**src/rtl/fetch_pkg.sv**
```systemverilog
// Shared types and default widths for the instruction fetch stage.
package fetch_pkg;
    localparam int FETCH_PC_W    = 10;
    localparam int FETCH_INSTR_W = 9;

    typedef enum logic [1:0] {
        IDLE = 2'd0,
        RUN  = 2'd1,
        DONE = 2'd2
    } fetch_state_t;
endpackage

```
**src/rtl/fetch_if.sv**
```systemverilog
// Instruction ROM bus between the fetch stage (master) and a 1-cycle synchronous ROM (slave).
interface fetch_if
    import fetch_pkg::*;
#(
    parameter int PC_W    = FETCH_PC_W,
    parameter int INSTR_W = FETCH_INSTR_W
) ();
    logic               imem_en;
    logic [PC_W-1:0]    imem_addr;
    logic [INSTR_W-1:0] imem_rdata;

    modport master (output imem_en, output imem_addr, input imem_rdata);
    modport slave  (input imem_en, input imem_addr, output imem_rdata);
endinterface

```
**src/rtl/branch_target_calc.sv**
```systemverilog
// Branch target select. FETCH_BRANCH_REL_EN builds the pc-relative adder;
// without it every branch is absolute to branch_tgt.
module branch_target_calc #(
    parameter int PC_W = 10
) (
    input  logic            branch_rel,
    input  logic [PC_W-1:0] pc,
    input  logic [PC_W-1:0] branch_tgt,
    output logic [PC_W-1:0] target
);
`ifdef FETCH_BRANCH_REL_EN
    // A same-width add is the sign-extended offset add, wrapping modulo 2^PC_W.
    assign target = branch_rel ? pc + branch_tgt : branch_tgt;
`else
    logic unused_rel;
    assign unused_rel = ^{branch_rel, pc};
    assign target     = branch_tgt;
`endif
endmodule

```
**src/rtl/fetch_unit.sv**
```systemverilog
// Instruction fetch stage: PC, ROM read pipeline, branch squash, halt and decode mode flop.
// Optional relative branching is enabled with FETCH_BRANCH_REL_EN.
module fetch_unit
    import fetch_pkg::*;
#(
    parameter int              PC_W       = FETCH_PC_W,
    parameter int              INSTR_W    = FETCH_INSTR_W,
    parameter logic [PC_W-1:0] START_ADDR = '0
) (
    input  logic               clk,
    input  logic               reset_n,
    input  logic               start,
    input  logic               stall,
    input  logic               branch_en,
    input  logic               branch_rel,
    input  logic [PC_W-1:0]    branch_tgt,
    input  logic               setMode,
    input  logic               halt_req,
    fetch_if.master            imem,
    output logic [INSTR_W-1:0] mach_code,
    output logic               instr_valid,
    output logic [PC_W-1:0]    pc,
    output logic               modeQ,
    output logic               done
);
    fetch_state_t       state_q, state_d;
    logic [PC_W-1:0]    fetch_pc_q, fetch_pc_d;
    logic               v1_q, v1_d;
    logic [PC_W-1:0]    pc1_q, pc1_d;
    logic [INSTR_W-1:0] mach_code_q, mach_code_d;
    logic [PC_W-1:0]    pc_q, pc_d;
    logic               instr_valid_q, instr_valid_d;
    logic               mode_q, mode_d;
    logic [PC_W-1:0]    target;
    logic               fire;

    branch_target_calc #(.PC_W(PC_W)) u_tgt (
        .branch_rel (branch_rel),
        .pc         (pc_q),
        .branch_tgt (branch_tgt),
        .target     (target)
    );

    // Only a live, unstalled instruction may act on branch/setMode/halt.
    assign fire = instr_valid_q & ~stall;

    always_comb begin
        state_d       = state_q;
        fetch_pc_d    = fetch_pc_q;
        v1_d          = v1_q;
        pc1_d         = pc1_q;
        mach_code_d   = mach_code_q;
        pc_d          = pc_q;
        instr_valid_d = instr_valid_q;
        mode_d        = mode_q;
        case (state_q)
            IDLE, DONE: begin
                if (start) begin
                    state_d       = RUN;
                    fetch_pc_d    = START_ADDR;
                    mode_d        = 1'b0;
                    v1_d          = 1'b0;
                    instr_valid_d = 1'b0;
                end
            end
            RUN: begin
                if (!stall) begin
                    v1_d          = 1'b1;
                    pc1_d         = fetch_pc_q;
                    fetch_pc_d    = fetch_pc_q + PC_W'(1);
                    mach_code_d   = imem.imem_rdata;
                    pc_d          = pc1_q;
                    instr_valid_d = v1_q;
                    if (fire && setMode) mode_d = ~mode_q;
                    // Halt wins over branch; the halting instruction stays on pc/mach_code.
                    if (fire && halt_req) begin
                        state_d       = DONE;
                        v1_d          = 1'b0;
                        instr_valid_d = 1'b0;
                        mach_code_d   = mach_code_q;
                        pc_d          = pc_q;
                    end else if (fire && branch_en) begin
                        fetch_pc_d    = target;
                        v1_d          = 1'b0;
                        instr_valid_d = 1'b0;
                    end
                end
            end
            default: state_d = IDLE;
        endcase
    end

    always_ff @(posedge clk) begin
        if (!reset_n) begin
            state_q       <= IDLE;
            fetch_pc_q    <= START_ADDR;
            v1_q          <= 1'b0;
            pc1_q         <= '0;
            mach_code_q   <= '0;
            pc_q          <= '0;
            instr_valid_q <= 1'b0;
            mode_q        <= 1'b0;
        end else begin
            state_q       <= state_d;
            fetch_pc_q    <= fetch_pc_d;
            v1_q          <= v1_d;
            pc1_q         <= pc1_d;
            mach_code_q   <= mach_code_d;
            pc_q          <= pc_d;
            instr_valid_q <= instr_valid_d;
            mode_q        <= mode_d;
        end
    end

    assign imem.imem_en   = (state_q == RUN) & ~stall;
    assign imem.imem_addr = fetch_pc_q;
    assign mach_code      = mach_code_q;
    assign instr_valid    = instr_valid_q;
    assign pc             = pc_q;
    assign modeQ          = mode_q;
    assign done           = (state_q == DONE);
endmodule
```
**src/flat_wrapper.sv**
```systemverilog
// flat-port wrapper written by rule: the top's interface ports become plain ports
module fetch_unit_flat import fetch_pkg::*;
#(
    parameter int              PC_W       = FETCH_PC_W,
    parameter int              INSTR_W    = FETCH_INSTR_W,
    parameter logic [PC_W-1:0] START_ADDR = '0
)
  (clk, reset_n, start, stall, branch_en, branch_rel, branch_tgt, setMode, halt_req, mach_code, instr_valid, pc, modeQ, done, imem_imem_en, imem_imem_addr, imem_imem_rdata);
  fetch_if #(.PC_W(PC_W), .INSTR_W(INSTR_W)) imem_i ();
  input  logic clk;
  input  logic reset_n;
  input  logic start;
  input  logic stall;
  input  logic branch_en;
  input  logic branch_rel;
  input  logic [PC_W-1:0] branch_tgt;
  input  logic setMode;
  input  logic halt_req;
  output logic [INSTR_W-1:0] mach_code;
  output logic instr_valid;
  output logic [PC_W-1:0] pc;
  output logic modeQ;
  output logic done;
  output wire logic [$bits(imem_i.imem_en)-1:0] imem_imem_en;
  output wire logic [$bits(imem_i.imem_addr)-1:0] imem_imem_addr;
  input wire logic [$bits(imem_i.imem_rdata)-1:0] imem_imem_rdata;
  assign imem_imem_en = imem_i.imem_en;
  assign imem_imem_addr = imem_i.imem_addr;
  assign imem_i.imem_rdata = imem_imem_rdata;
  fetch_unit #(.PC_W(PC_W), .INSTR_W(INSTR_W), .START_ADDR(START_ADDR)) u_core (.clk(clk), .reset_n(reset_n), .start(start), .stall(stall), .branch_en(branch_en), .branch_rel(branch_rel), .branch_tgt(branch_tgt), .setMode(setMode), .halt_req(halt_req), .imem(imem_i), .mach_code(mach_code), .instr_valid(instr_valid), .pc(pc), .modeQ(modeQ), .done(done));
endmodule
```
**config.mk**
```make
export PLATFORM = sky130hd
export DESIGN_NAME = fetch_unit_flat
export DESIGN_NICKNAME = d
export VERILOG_FILES = /design/src/rtl/fetch_pkg.sv /design/src/rtl/fetch_if.sv /design/src/rtl/branch_target_calc.sv /design/src/rtl/fetch_unit.sv /design/src/flat_wrapper.sv
export SDC_FILE = /design/constraint.sdc
export NUM_CORES = 1
export LEC_CHECK = 0
export ABC_AREA = 1
export CAP_MARGIN = 15
export CORE_ASPECT_RATIO = 2
export CORE_UTILIZATION = 50
export CTS_BUF_LIST = sky130_fd_sc_hd__clkbuf_16
export CTS_CLUSTER_DIAMETER = 40
export DETAILED_ROUTE_END_ITERATION = 6
export PLACE_DENSITY = 0.93
export SETUP_SLACK_MARGIN = 0.5
export SYNTH_ARGS = -nofsm -noshare
export SYNTH_HDL_FRONTEND = slang
export SYNTH_SLANG_ARGS = --single-unit
```
**constraint.sdc**
```tcl
create_clock -name clk -period 2.42 [get_ports clk]
set_input_delay 0.242 -clock clk [delete_from_list [all_inputs] [get_ports clk]]
set_output_delay 0.242 -clock clk [all_outputs]
set_load 0.05 [all_outputs]
```
# Yosys cells after proc, flatten, opt, wreduce, memory -nomap -nowiden
# Index checks and enable logic that the tools add are counted.
dict set report word_totals {
  ff_bits 44
  inputBits 27
  output_inout_bits 33
  elab_cells 52
}
dict set report op_classes {
  n_addsub 1
  n_eq_ne 6
  mux 21
  bitwise_logic 5
  reduce_logical 11
}
# cell n
set ops {}
lappend ops {{$mux 10} 4}
lappend ops {{$pmux 10 s2} 1}
lappend ops {{$add 10x1->10 const B} 1}
lappend ops {{$mux 1} 9}
lappend ops {{$reduce_and 3->1} 3}
lappend ops {{$mux 2} 3}
lappend ops {{$pmux 1 s2} 3}
lappend ops {{$ne 2x1->1 const B} 2}
lappend ops {{$ne 2x2->1 const B} 2}
lappend ops {{$pmux 2 s2} 1}
lappend ops {{$reduce_and 4->1} 1}
lappend ops {{$logic_and 1x1->1} 3}
lappend ops {{$not 1->1} 3}
lappend ops {{$and 1x1->1} 2}
lappend ops {{$eq 2x1->1 const B} 1}
lappend ops {{$eq 2x2->1 const B} 1}
lappend ops {{$logic_not 2->1} 1}
lappend ops {{$reduce_and 2->1} 1}
lappend ops {{$reduce_bool 2->1} 1}
lappend ops {{$reduce_or 2->1} 1}

# Longest topological paths before layout
dict set report depth {
  depth_word 7
  depth_mapped 8
  ltp_nobuf 8
}

# Hierarchy
# From an unflattened synthesis, not the netlist that was laid out.
dict set report unflattened {
  hier_cells 274
  area_unflattened_um2 1989.4
}
# module instances cells_per_inst area_each_um2 seq_area_each_um2
set modules_own_cells {}
lappend modules_own_cells {fetch_unit 1 264 1914.3 880.8}
lappend modules_own_cells {branch_target_calc 1 10 75.1 0.0}

# Least setup slack after synthesis
# No wires, ideal clock.
dict set report synth_timing {
  kind {flip-flop to flip-flop}
  start {register u_core.fetch_pc_q[0], in the netlist u_core.imem.imem_addr[0]}
  end {register u_core.fetch_pc_q[8], in the netlist u_core.imem.imem_addr[8]}
  setup_time_ns 0.137
  arrival_ns 1.578
  required_time_ns 2.283
  slack_ns 0.706
  stages_incl_launch_ff 9
  path_buffers 0
  period_less_slack_ns 1.714
  cell_sequence {dfxtp_1 > ha_1 > nand3_1 > nor2_1 > nand2_1 > nand2_1 > nand3_1 > nand2_1 > a21oi_1}
}
dict set report synth_via {
  elab_chain_cells 5
}
# element line_no
set synth_rtl {}
lappend synth_rtl {{start, declared} fetch_unit.sv:27} ;# logic [PC_W-1:0] fetch_pc_q, fetch_pc_d;
lappend synth_rtl {{start signal, assigned} fetch_unit.sv:105} ;# fetch_pc_q <= fetch_pc_d;
lappend synth_rtl {{$add 10x1->10 *} fetch_unit.sv:70} ;# fetch_pc_d = fetch_pc_q + PC_W'(1);
lappend synth_rtl {{$mux 10} fetch_unit.sv:82} ;# end else if (fire && branch_en) begin
lappend synth_rtl {{$mux 10 *} fetch_unit.sv:76} ;# if (fire && halt_req) begin
lappend synth_rtl {{$mux 10 *} fetch_unit.sv:67} ;# if (!stall) begin
lappend synth_rtl {{$pmux 10 s2 *} fetch_unit.sv:56} ;# case (state_q)
# Every way passes the cells marked *; elsewhere a longest branch is shown, timed or not. The select of a mux whose other input is x is not followed.
# A chain may end at the register's enable or synchronous reset.

# Worst setup path in the final report
dict set report layout_timing {
  start {register u_core.fetch_pc_q[2], in the netlist u_core.imem.imem_addr[2]}
  end {output port imem_imem_addr[2]}
}
# element line_no
set layout_lines {}
lappend layout_lines {{end, declared} flat_wrapper.sv:25} ;# output wire logic [$bits(imem_i.imem_addr)-1:0] imem_imem_addr;
# No word-level cell between the ends.

==> results.toml <==
[yosys]
ys_warn_count = 0
synth_cell_types = 34
synth_area_per_cell_um2 = 7.62
ys.flop_type = "dfxtp_1"
synth_top_cell_area_share = 0.439
yosysSeqAreaShare = 0.439
synthesis.area_mm2 = 0.00200
synthCells = 263
synth_top_cell_by_area = "dfxtp_1"
syn-num-nets = 291
yosys-top-cells-area = "dfxtp_1, nor2_1, nand2_1"
synth_edf_count = 0
ys_seq_elements = 44
synthArstFlopShare = 0

[route]
routed-wl-met2_mm = 2.50
dr_total_vias = 1922
routed.top_layer = "met4"
viasPerCell = 5.19
first_iter_violations = 44
wl_mm = 4.65
wl_per_cell_um = 12.6
wl_met1_mm = 1.80
postRouteAntennaNets = 0
route.met3.wl_um = 219
drcViolationCount = 0
first_pass_iters = 5

[clocking]
insertion_delay_ps = 280
cts_inserted_buffers = 5
cts_tree = "built"
path_clk_slew_ps = 60
htree_num_levels = 2
cts_root_buf = "clkbuf_16"
clk_path_buf_depth = 2
cts_sinks = 44

[power_and_ir_drop]
p_seq_frac = 0.451
p_switching_mw = 0.484
p_clk_frac = 0.372
comb_power_share = 0.177
ir_drop_uv = 632
p_leak_nw = 1.05
intPower_mw = 1.26
switching_share = 0.278
p_per_area_mw_per_mm2 = 643
finalPower_mw = 1.74

[sta]
hold_viol = 0
tightest_slew_ps = 542
drv_slew = 0
slew_headroom = 0.638
period_share = 0.766
skew_ps = 6.25
period_minus_slack_ps = 1850
fin_tns_setup_ps = 0
clock.fmax_ghz = 0.540
setup_viol = 0
rsz0062_at_grt = "false"

[floorplanning]
die_w_um = 46.8
io_pins = 60
die_h_um = 91.5
fp.coreArea_mm2 = 0.00384
dieArea_mm2 = 0.00428
rows = 32
start_util = 0.521

[layout]
drive_above_1_share = 0.107
fin_nets = 346
layout_common_cells = "clkdlybuf4s50_1, dfxtp_1, nor2_1"
layout_commonest_cell = "clkdlybuf4s50_1"
fin_cells = 370
area_growth_syn_to_layout_pct = 35.3
fillerInstances = 328
n_antenna_cell = 0

[worst_setup_path]
path_buf_inv = 1
timing_worst_setup_path_type = "flop to output port"
worstSetupEndpointType = "output port"
cp_cell_sequence = "clkdlybuf4s50_1"
cp.required_ps = 2180
critPathLaunchType = "flop"
critical_path_arrival_ps = 1610
slowest_stage = "clkdlybuf4s50_1"
ff2ff_setup_slack_ps = 820
path_delay_family = "buffers and inverters"
slowest_delay_ps = 860
path_max_fanout = 7

[grt]
overflow = 0
grt_pass1_vias = 1797
grt_pass1_wl_mm = 7.58
grt_max_degree = 31
grt_usage = 0.238
grt_antenna_before_repair = 0

[place]
dpl.hpwl_mm = 3.29
gp_congestion = 0.868
placed_cells = 362
portBuffers = 58

[hold_path]
hp-class = "flop to flop"

[status]
outcome = "complete, no violations"

[flow_run]
maxCapViolations = 0
power by group through the flow:
stage | combinational [mW] | sequential, mW | clock, mW
2_1_floorplan | 0.121 | 0.882 | 0
3_3_place_gp | 0.302 | 0.799 | 0
3_5_place_dp | 0.309 | 0.801 | 0
4_1_cts | 0.310 | 0.786 | 0.652
5_1_grt | 0.332 | 0.790 | 0.694
6_report | 0.308 | 0.786 | 0.649
through the flow:
step | util | instance area, um2 | hold slack (ps) | setup WS (ps)
3_5_place_dp | 0.668 | 2570 | 448 | 492
2_1_floorplan | - | 2000 | 406 | 706
4_1_cts | 0.705 | 2710 | 458 | 527
3_3_place_gp | 0.668 | 2570 | 430 | 547
5_1_grt | 0.705 | 2710 | 487 | 544
6_report | 0.705 | 2710 | 456 | 567
flip-flops by register name (all words and copies together) (netlist names):
signal,cells
u_core.mach_code,9
u_core.v1_q,1
u_core.instr_valid,1
u_core.pc,10
u_core.state_q,2
u_core.imem.imem_addr,10
u_core.modeQ,1
u_core.pc1_q,10
kinds of logic after synthesis:
group | after synthesis | share of synthesized area
simple gates | 111 | 0.257
flops | 44 | 0.439
compound gates | 69 | 0.189
xor+xnor | 2 | 0.00874
buf+inv | 36 | 0.0992
fa+ha+maj | 1 | 0.00624
area by class of cell:
| class | count | area [um2] | area share |
|---|---|---|---|
| clock buffers | 5 | 125 | 0.0461 |
| clock inverters | 3 | 18.8 | 0.00692 |
| inverters | 24 | 91.3 | 0.0337 |
| multi-input cells | 183 | 925 | 0.341 |
| flip-flops and latches | 44 | 881 | 0.325 |
| well taps | 51 | 63.8 | 0.0235 |
| repair buffers | 60 | 607 | 0.224 |
routing by layer:
metal	vias to the layer above	global-route usage
met2	71	0.404
li1	968	-
met1	871	0.258
met5	-	0
met3	12	0.0477
met4	0	0.121
final timing paths:
kind	start	end	depth (start not counted)
worst max-delay path	u_core.imem.imem_addr[2]	imem_imem_addr[2]	1
worst min-delay path	u_core.pc1_q[2]	u_core.pc[2]	2
worst max register to register	u_core.imem.imem_addr[0]	u_core.imem.imem_addr[6]	6
worst min register to register	u_core.pc1_q[2]	u_core.pc[2]	2
synthesized netlist by cell type, types with 2 or more instances:
library cell and instances:
nand4_1 3, dfxtp_1 44, inv_1 16, clkinv_1 3, o21ai_0 28, nand3b_1 2
a21oi_2 4, or2_1 2, nand3_2 2, nor3_1 2, nor2_1 40, xnor2_1 2
nor2_2 3, o21ai_1 10, nand2_2 5, inv_2 4, nand3_1 11, nand2_1 38
a21oi_1 25, clkbuf_1 3, buf_6 3
worst register-to-register path, cell delays in order (launching register included):
cell	delay, ps
dfxtp_1	520
ha_1	270
nand4_1	180
o21ai_0	240
nand3_1	100
nand2_1	80
a21oi_1	60
timing repair:
| item | 4_1_cts | 5_1_grt |
|---|---|---|
| endpoints found under the setup margin | 1 | 1 |
| gates resized for setup | 1 | 1 |
| hold buffers | 0 | 0 |
| setup buffers | 0 | 0 |
(Power assumes the default switching activity.)
==> patch, RTL diff (same flow settings) <==
The package constant `FETCH_PC_W` goes from 10 to 14.
--- a/src/rtl/fetch_pkg.sv
+++ b/src/rtl/fetch_pkg.sv
@@ -1,5 +1,5 @@
 // Shared types and default widths for the instruction fetch stage.
 package fetch_pkg;
-    localparam int FETCH_PC_W    = 10;
+    localparam int FETCH_PC_W    = 14;
     localparam int FETCH_INSTR_W = 9;
 
Interface: changed (resized branch_tgt, imem_imem_addr and pc); port bits go from 60 to 72. No check against the original RTL was run, so the function may have changed too.
==> patch against the unedited design <==
The run now ends with DRC left; global-route usage up 0.69 points; total power up 15%; synthesized cell count up 31%; non-clock buffer count up 17; utilization down 0.94 points; sequential cell count up 12; area after synthesis up 24%; wire length up 31%; hold slack worse by 0.010 ns; cell area up 24%; worst setup slack better by 0.0024 ns; clock skew up 0.0013 ns; critical endpoint is now imem_imem_addr[4]; largest cell class is now sequential cells; largest power group unchanged.
==> patch: results (changes against the unedited design) <==
* Run status: finished with violations (was finished, final reports clean)
* Failing checks: DRC
* First-pass GRT wire length at 9.79 mm (was 7.58 mm)
* Final GP Congestion at 0.868 (about the same)
* Post-synthesis share of cell area spent on full adders, half adders and majority gates at 0.503% (was 0.624%)
* Number of detailed-route iterations in the first pass at 7 (was 5)
* Pre-CTS setup slack at 0.504 ns (was 0.492 ns)
* Leakage component of the power at 1.30 nW (was 1.05 nW)
* Count of cell types in the netlist at 27 (was 34)
* Port-buffer cells at 70 (was 58)
* Worst clock skew at 0.00750 ns (was 0.00625 ns)
* Internal power consumption at 0.00147 W (was 0.00126 W)
* Detailed-placement wirelength estimate at 4.44 mm (was 3.29 mm)
* Post-synthesis share of cell area spent on xor and xnor gates at 1.06% (was 0.874%)
* Number of diodes at 0 (unchanged)
* Detailed-route DRC error count at 1 (was 0)
* Proportion of synthesized chip area in sequential cells at 45.1% (was 43.9%)
* Share of post-route cells with drive strength above 1 at 7.06% (was 10.7%)
* Measured slew at the worst slew-check pin at 0.531 ns (was 0.542 ns)
* Number of global-route vias before repair at 2201 (was 1797)
* Synth Net Count at 376 (was 291)
* Top post-synthesis cells by count: sky130_fd_sc_hd__nand2_1, sky130_fd_sc_hd__dfxtp_1, sky130_fd_sc_hd__o21ai_0, sky130_fd_sc_hd__a21oi_1, sky130_fd_sc_hd__nor2_1 (was sky130_fd_sc_hd__dfxtp_1, sky130_fd_sc_hd__nor2_1, sky130_fd_sc_hd__nand2_1, sky130_fd_sc_hd__o21ai_0, sky130_fd_sc_hd__a21oi_1)
* Global router's overall resource usage at 24.4% (was 23.8%)
* Compound-gate portion of the synthesized area at 19.9% (was 18.9%)
* Postcts setup bufs at 0 (unchanged)
* Layout net count at 443 (was 346)
* Peak supply drop at 0.532 mV (was 0.632 mV)
* Post-DR vias/cell at 5.25 (was 5.19)
* Largest cells by area after synthesis: sky130_fd_sc_hd__dfxtp_1, sky130_fd_sc_hd__nand2_1, sky130_fd_sc_hd__o21ai_0, sky130_fd_sc_hd__a21oi_1, sky130_fd_sc_hd__nor2_1 (was sky130_fd_sc_hd__dfxtp_1, sky130_fd_sc_hd__nor2_1, sky130_fd_sc_hd__nand2_1, sky130_fd_sc_hd__o21ai_0, sky130_fd_sc_hd__a21oi_1)
* Worst endpoint data arrival time at 1.61 ns (about the same)
==> patch: cell types whose count changed after synthesis, sizes merged, moves of 3 or more <==
cell,delta
nand2,+24
o21ai,+9
buf,+4
nand3,+3
nor2,-3
clkinv,-3
dfxtp,+12
inv,+16
a21oi,+17
==> patch: kinds of logic after synthesis <==
kind of cell | count (synthesis)
xor gates and xnor gates | 3
AOI/OAI and AO/OA | 97
adders and majority gates | 1
DFF | 56
buffers and inverters | 54
and+or+nand+nor | 133
==> patch: layer usage <==
| metal | wire [µm] | track usage (%) |
|---|---|---|
| met5 | 0 | 0 |
| met4 | 168 | 12.9 |
| met3 | 236 | 3.45 |
| met2 | 3430 | 45.5 |
| met1 | 2280 | 25.0 |
==> patch: final timing paths <==
| check | start | end | slack, ns | cells after the start |
|---|---|---|---|---|
| setup / recovery | u_core.imem.imem_addr[4] | imem_imem_addr[4] | 0.57 | 1 |
| hold / removal | u_core.pc1_q[3] | u_core.pc[3] | 0.45 | 2 |
| setup reg to reg | u_core.instr_valid | u_core.imem.imem_addr[13] | 0.88 | 8 |
| hold reg to reg | u_core.pc1_q[3] | u_core.pc[3] | 0.45 | 2 |
==> patch: area by class of cell <==
cell class	count	area (µm²)
flip-flops and latches	56	1120
repair buffers	77	766
clock buffers	5	125
well taps	57	71.3
multi-input cells	234	1120
fillers	401	1470
inverters	37	139
clock inverters	2	12.5
==> patch: through the flow <==
step                      instances  hold WS (ns)
after floorplan                 344         0.408
after global placement          461         0.430
after detailed placement        461         0.430
after CTS                       468         0.445
after global routing            468         0.470
final                           468         0.446
==> patch: power groups by stage <==
stage / clock, W / sequential [W] / combinational, W
floorplan: 0 / 0.00110 / 0.000116
global placement: 0 / 0.00100 / 0.000322
detailed placement: 0 / 0.00101 / 0.000331
CTS: 0.000696 / 0.000985 / 0.000333
global route: 0.000729 / 0.000989 / 0.000359
finish: 0.000685 / 0.000985 / 0.000333
==> patch: what timing repair did <==
item,CTS,global route
hold endpoints to repair,0,0
setup endpoints to repair,0,1
gates resized for setup,0,1
